`src/rtl/rng_key_sequencer.sv`:
```
// Push-button front end for the RNG: conditions three raw keys and sequences the
// LFSR datapath through seed load, free run, stop and result display.
module rng_key_sequencer #(
  parameter int WIDTH           = 16,
  parameter int DEBOUNCE_CYCLES = 500000,
  parameter int MIN_RUN_CYCLES  = 1024
) (
  input  logic             clk,
  input  logic             reset,
  input  logic             key_start,
  input  logic             key_stop,
  input  logic             key_clear,
  output logic             lfsr_load,
  output logic             lfsr_enable,
  output logic [WIDTH-1:0] seed_out,
  output logic             result_latch,
  output logic             result_valid,
  output logic [2:0]       state_out
);

  localparam int DB_W  = $clog2(DEBOUNCE_CYCLES);
  localparam int RUN_W = $clog2(MIN_RUN_CYCLES + 1);
  localparam logic [DB_W-1:0]  DB_MAX  = DB_W'(DEBOUNCE_CYCLES - 1);
  localparam logic [RUN_W-1:0] RUN_MAX = RUN_W'(MIN_RUN_CYCLES);

  typedef enum logic [2:0] {
    IDLE     = 3'd0,
    SEED     = 3'd1,
    RUN      = 3'd2,
    STOPPING = 3'd3,
    SHOW     = 3'd4
  } state_t;

  // Key bit order everywhere: [0]=start, [1]=stop, [2]=clear.
  logic [2:0]      w_keys;
  logic [2:0]      r_sync1;
  logic [2:0]      r_sync2;
  logic [2:0]      r_last;
  logic [2:0]      r_clean;
  logic [2:0]      r_clean_d;
  logic [DB_W-1:0] r_db_cnt [3];
  logic [2:0]      w_press;

  logic [WIDTH-1:0] r_entropy;
  logic [WIDTH-1:0] w_seed_next;
  logic [RUN_W-1:0] r_run_cnt;
  logic             r_stop_pending;

  state_t           r_state;
  logic             r_lfsr_load;
  logic             r_lfsr_enable;
  logic [WIDTH-1:0] r_seed;
  logic             r_result_latch;
  logic             r_result_valid;

  logic w_ev_clear;
  logic w_ev_stop;
  logic w_ev_start;
  logic w_stop_now;

  assign w_keys = {key_clear, key_stop, key_start};

  // The stability counter watches the synchronised level one cycle late (r_last),
  // so the clean level only follows after DEBOUNCE_CYCLES unchanged samples.
  always_ff @(posedge clk or posedge reset) begin
    if (reset) begin
      r_sync1   <= '0;
      r_sync2   <= '0;
      r_last    <= '0;
      r_clean   <= '0;
      r_clean_d <= '0;
      for (int k = 0; k < 3; k++) begin
        r_db_cnt[k] <= '0;
      end
    end else begin
      r_sync1   <= w_keys;
      r_sync2   <= r_sync1;
      r_last    <= r_sync2;
      r_clean_d <= r_clean;
      for (int k = 0; k < 3; k++) begin
        if (r_sync2[k] != r_last[k]) begin
          r_db_cnt[k] <= '0;
        end else if (r_db_cnt[k] != DB_MAX) begin
          r_db_cnt[k] <= r_db_cnt[k] + DB_W'(1);
        end
        if ((r_sync2[k] == r_last[k]) && (r_db_cnt[k] == DB_MAX)) begin
          r_clean[k] <= r_sync2[k];
        end
      end
    end
  end

  assign w_press = r_clean & ~r_clean_d;

  // Only the highest-priority event survives a same-cycle collision.
  assign w_ev_clear = w_press[2];
  assign w_ev_stop  = w_press[1] & ~w_press[2];
  assign w_ev_start = w_press[0] & ~w_press[1] & ~w_press[2];

  always_ff @(posedge clk or posedge reset) begin
    if (reset) begin
      r_entropy <= '0;
    end else begin
      r_entropy <= r_entropy + WIDTH'(1);
    end
  end

  // An all-zero seed would lock the LFSR up, so it is replaced by 1.
  assign w_seed_next = (r_entropy == '0) ? WIDTH'(1) : r_entropy;

  assign w_stop_now = (w_ev_stop && (r_run_cnt >= RUN_MAX)) ||
                      (r_stop_pending && (r_run_cnt == RUN_MAX));

  always_ff @(posedge clk or posedge reset) begin
    if (reset) begin
      r_state        <= IDLE;
      r_lfsr_load    <= 1'b0;
      r_lfsr_enable  <= 1'b0;
      r_seed         <= '0;
      r_result_latch <= 1'b0;
      r_result_valid <= 1'b0;
      r_run_cnt      <= '0;
      r_stop_pending <= 1'b0;
    end else begin
      r_lfsr_load    <= 1'b0;
      r_result_latch <= 1'b0;
      if (w_ev_clear) begin
        r_state        <= IDLE;
        r_lfsr_enable  <= 1'b0;
        r_result_valid <= 1'b0;
        r_stop_pending <= 1'b0;
      end else begin
        case (r_state)
          IDLE: begin
            if (w_ev_start) begin
              r_state     <= SEED;
              r_lfsr_load <= 1'b1;
              r_seed      <= w_seed_next;
            end
          end
          SEED: begin
            r_state        <= RUN;
            r_lfsr_enable  <= 1'b1;
            r_run_cnt      <= '0;
            r_stop_pending <= 1'b0;
          end
          RUN: begin
            if (r_run_cnt != RUN_MAX) begin
              r_run_cnt <= r_run_cnt + RUN_W'(1);
            end
            if (w_stop_now) begin
              r_state        <= STOPPING;
              r_lfsr_enable  <= 1'b0;
              r_result_latch <= 1'b1;
            end else if (w_ev_stop) begin
              r_stop_pending <= 1'b1;
            end
          end
          STOPPING: begin
            r_state        <= SHOW;
            r_result_valid <= 1'b1;
          end
          SHOW: begin
            if (w_ev_start) begin
              r_state        <= SEED;
              r_result_valid <= 1'b0;
              r_lfsr_load    <= 1'b1;
              r_seed         <= w_seed_next;
            end
          end
          default: begin
            r_state        <= IDLE;
            r_lfsr_enable  <= 1'b0;
            r_result_valid <= 1'b0;
          end
        endcase
      end
    end
  end

  assign lfsr_load    = r_lfsr_load;
  assign lfsr_enable  = r_lfsr_enable;
  assign seed_out     = r_seed;
  assign result_latch = r_result_latch;
  assign result_valid = r_result_valid;
  assign state_out    = r_state;

endmodule

```
`config.mk`:
```
export PLATFORM = sky130hd
export DESIGN_NAME = rng_key_sequencer
export DESIGN_NICKNAME = d
export VERILOG_FILES = /design/src/rtl/rng_key_sequencer.sv
export SDC_FILE = /design/constraint.sdc
export NUM_CORES = 1
export LEC_CHECK = 0
export BUFFER_PORTS_ARGS = -buffer_cell sky130_fd_sc_hd__buf_2
export CORE_UTILIZATION = 60
export CTS_CLUSTER_DIAMETER = 100
export DETAILED_ROUTE_END_ITERATION = 10
export PLACE_DENSITY = 0.88
export SYNTH_ARGS = -nofsm -noshare
export SYNTH_HDL_FRONTEND = slang
export SYNTH_SLANG_ARGS = --single-unit
export TNS_END_PERCENT = 30
```
`constraint.sdc`:
```
create_clock -name clk -period 12.32 [get_ports clk]
set_input_delay 3.696 -clock clk [delete_from_list [all_inputs] [get_ports clk]]
set_output_delay 3.696 -clock clk [all_outputs]
set_load 0.03 [all_outputs]
```
### Yosys cells after proc, flatten, opt, wreduce, memory -nomap -nowiden

Index checks and enable logic that the tools add are counted.

| cells by class | value |
|---|---|
| $lt $le $gt $ge | 1 |
| divide/modulo/power cells | 0 |
| equality and inequality tests | 26 |
| bitwise gates (word level) | 7 |
| $add $sub $neg | 5 |
| shift-type cells | 0 |
| reduce and logical (&&, ||, !) cells | 22 |
| mux-type cells | 29 |
| multiply operators | 0 |

Operators by type and width:

| kind | number |
|---|---|
| $mux 19 | 6 |
| $add 19x1->19 const B | 3 |
| $eq 19x19->1 const B | 3 |
| $ne 19x19->1 const B | 3 |
| $pmux 11 s2 | 1 |
| $add 16x1->16 const B | 1 |
| $logic_not 16->1 | 1 |
| $mux 16 | 1 |
| $mux 1 | 13 |
| $ne 3x3->1 const B | 4 |
| $pmux 3 s4 | 1 |
| $add 11x1->11 const B | 1 |
| $eq 11x11->1 const B | 1 |
| $ge 11x11->1 const B | 1 |
| $mux 11 | 1 |
| $ne 11x11->1 const B | 1 |
| $mux 3 | 3 |
| $reduce_and 3->1 | 3 |
| $reduce_bool 2->1 | 4 |
| $eq 3x2->1 const B | 2 |
| $pmux 1 s3 | 2 |
| $reduce_and 2->1 | 3 |
| $reduce_or 3->1 | 2 |
| $logic_and 1x1->1 | 5 |
| other kinds (16) | 24 |

| storage, ports and cells | value |
|---|---|
| RAM bits | 0 |
| flip-flop bits (word level) | 123 |
| memories | 0 |
| latch bits | 0 |
| bits in read-only memories | 0 |
| output and inout bits | 23 |

### Longest topological paths before layout

| logic depth | value |
|---|---|
| word-level depth | 9 |
| gate-level depth with buffers | 7 |

### Worst setup path after synthesis

Ideal clock, no wire load.

| path | value |
|---|---|
| path type | reg-to-output |
| start | register r_state[0] (netlist: state_out[0]) |
| end | output state_out[0] |
| buffers on the path | 0 |
| slack | 8107 ps |
| arrival | 517 ps |
| stages on the path, launching flop included | 1 |
| required time | 8624 ps |
| path through | dfrtp_1 |

RTL lines:

| what | line | source |
|---|---|---|
| from (decl) | 49 | `state_t r_state;` |
| from (signal assigned) | 116 | `r_state <= IDLE;` |
| from (signal assigned) | 128 | `r_state <= IDLE;` |
| from (signal assigned) | 136 | `r_state <= SEED;` |
| to (decl) | 18 | `output logic [2:0] state_out` |

No word-level cell between the ends.

### Worst setup path after layout

| path | value |
|---|---|
| start | register r_state[0] (netlist: state_out[0]) |
| end | output state_out[0] |

No word-level cell between the ends.

==> metrics.txt <==
drt wl/cell=16.98 um; sequential share of the synthesized area=0.5306; Worst path max stage delay=590 ps; largest net degree at the start of global routing=68; crit-path leading delay family=flip-flops; CTS Buf Count=17; hpwl dp=7904 um; commonest non-fill, non-tap cells in the layout=dfrtp_1 (123), nor2_1 (44), nand2_1 (44); number of synthesized flops with an enable pin=0; routed vias=4,648; CTS tree=built; post-route setup TNS=0 ps; total track usage=0.2753; period utilization=0.4146; post-synth cell types=46; post-synthesis register bit count=123; Max VDD drop=0.1111 mV; setup violators final=0; max_cap viols=0; Required @ worst endpoint=8620 ps; hold wc startpoint=r_sync1[0]; Synth Cell Area=0.005801 mm2; Hold Path Depth=0; Main synth FF type=dfrtp_1; Critical Path Fanout Max=13; DRC viols=0; root buf cell=clkbuf_8; outcome=completed; Slew headroom=0.1617; ratio of cells with drive above 1 in the final layout=0.1311; fin crit period=5107 ps; IO Pins=28; Die Width=100.3 um; IO Port Bufs=27; post_cts resized=0; DRT Wirelength=12,550 um; post-synthesis net count=578; CP max-delay cell=dfrtp_1; worst path arrival time=1410 ps; GRT overflow=0; cell row count=35; Post-CTS Setup Bufs=0; Clock Latency Late Sink=530 ps; vias in the first global route=4,485; clk_skew=7.806 ps; Worst Max-Slew Pin Slew=1253 ps; Pre-Repair DR Iteration Count=6; end point of the worst hold path=r_sync2[0]; Total Power=0.8946 mW; Worst Path Buf+Inv=1; Post-synth ARST share=1.000; nets=610; r2r setup slk=9920 ps; worst setup margin=7213 ps; critical path capture point type=output port; Reg2Reg Capture Point=seed_out[5]; R2R depth=3; Die Y=100.3 um; Leak=2.914 nW; DRT iter0 DRCs=395; core area=0.009284 mm2; die area=0.01007 mm2; Placer Congestion=0.8824; final hold viol count=0; Post-Syn Instances=566; diode count=0; Post-DRT Antenna Nets=0; kind of critical path=reg2out; Initial Util=0.6248; Hold WC Path Type=reg2reg; post-synthesis area per instance=10.25 um2; Finished Core Util=0.7102; Layout area overhead=13.68%; max frequency=195.8 MHz; pre-CTS WS=7148 ps; H-tree levels=4; Pwr Density=135.7 mW/mm2; Final Max Tran Viols=0; RSZ-0062 raised after global routing=false; initial antenna violation count=0; CTS Hold Bufs=0; reg2reg start=state_out[0]; clk buf depth=2; first-pass GRT wire length=21,450 um; Clock Sinks=123; Synthesis Warnings=0; Worst setup SP type=flip-flop; Reg clk slew, reported paths=60 ps; crit-path cells=buf_2; most common cell after layout, fill and taps aside=dfrtp_1; Vias/cell=6.290
[cell usage after synthesis, types with 3 or more instances]
cell type	instances	area, um2
nand2b_1	4	25.02
or3_1	10	62.56
dfrtp_1	123	3078
nor3_1	12	60.06
and4_1	14	122.6
inv_1	14	52.55
xnor2_1	22	192.7
nor2b_1	6	37.54
a2111oi_0	3	26.28
xor2_1	22	192.7
nor4_1	15	93.84
nand3_1	33	165.2
nor4b_1	4	35.03
and3_1	8	50.05
or4_1	13	97.59
nor2_1	44	165.2
nand2_1	44	165.2
o31ai_1	8	60.06
a31o_2	4	35.03
mux2_2	14	157.7
a31oi_1	11	68.82
nand4_1	28	175.2
a211oi_1	4	30.03
a21oi_1	25	125.1
o21ai_0	34	170.2
ha_1	7	87.58
and2_1	3	18.77
clkbuf_1	12	45.04
[logic make-up after synthesis]
| kind of cell | synth area share |
|---|---|
| flip-flops | 0.5306 |
| adder cells (fa/ha/maj) | 0.01510 |
| multiplexers | 0.02718 |
| XOR/XNOR | 0.06643 |
| AO/OA/AOI/OAI | 0.1076 |
| AND/OR/NAND/NOR | 0.2325 |
| buffers and inverters | 0.02049 |
[where the power goes]
part           total, mW  switching (mW)  leakage, nW  internal [mW]
Combinational     0.0265          0.0194        0.976        0.00717
Clock              0.449           0.177        0.262          0.272
Sequential         0.419         0.00817         1.68          0.410
Total              0.895           0.204         2.91          0.690
[registers in the layout, indices dropped and copies added (netlist names)]
| signal | cells |
|---|---|
| r_db_cnt | 57 |
| r_entropy | 16 |
| seed_out | 16 |
| r_run_cnt | 11 |
| r_clean | 3 |
| r_clean_d | 3 |
| r_last | 3 |
| r_sync1 | 3 |
| r_sync2 | 3 |
| state_out | 3 |
| lfsr_enable | 1 |
| lfsr_load | 1 |
| r_stop_pending | 1 |
| result_latch | 1 |
| result_valid | 1 |
[through the flow]
step                instance area [um2]  std cells  hold slack [ps]
floorplan                          5801        566            331.2
global placement                   6048        708            335.2
detailed placement                 6048        708            338.7
CTS                                6594        739            355.7
global route                       6594        739            355.4
finish                             6594        739            348.2
[final cells by class]
type / count / area [um2]
Inverter: 14 / 55.05
Tap cell: 129 / 161.4
Multi-Input combinational cell: 413 / 2604
Clock inverter: 9 / 62.56
Timing Repair Buffer: 29 / 150.1
Clock buffer: 22 / 483.0
Sequential cell: 123 / 3078
Fill cell: 674 / 2690
[how the worst max path moves through the flow]
| stage | startpoint | end | slack (ps) | depth (start not counted) |
|---|---|---|---|---|
| 3_3_place_gp | reset | r_entropy[9] | 7190 | 3 |
| 6_report | state_out[0] | state_out[0] | 7210 | 1 |
| 4_1_cts | state_out[0] | state_out[0] | 7230 | 1 |
| 2_1_floorplan | reset | lfsr_enable | 5350 | 1 |
| 5_1_grt | state_out[0] | state_out[0] | 7170 | 1 |
| 3_5_place_dp | reset | seed_out[11] | 7150 | 3 |
[metal layers]
metal,GRT usage,up-vias,share of wire
met2,0.4505,158,0.50
met3,0.06755,43,0.047
li1,-,2164,-
met4,0.1215,0,0.026
met5,0,-,0
met1,0.3495,2283,0.43
(Power assumes the default switching activity.)
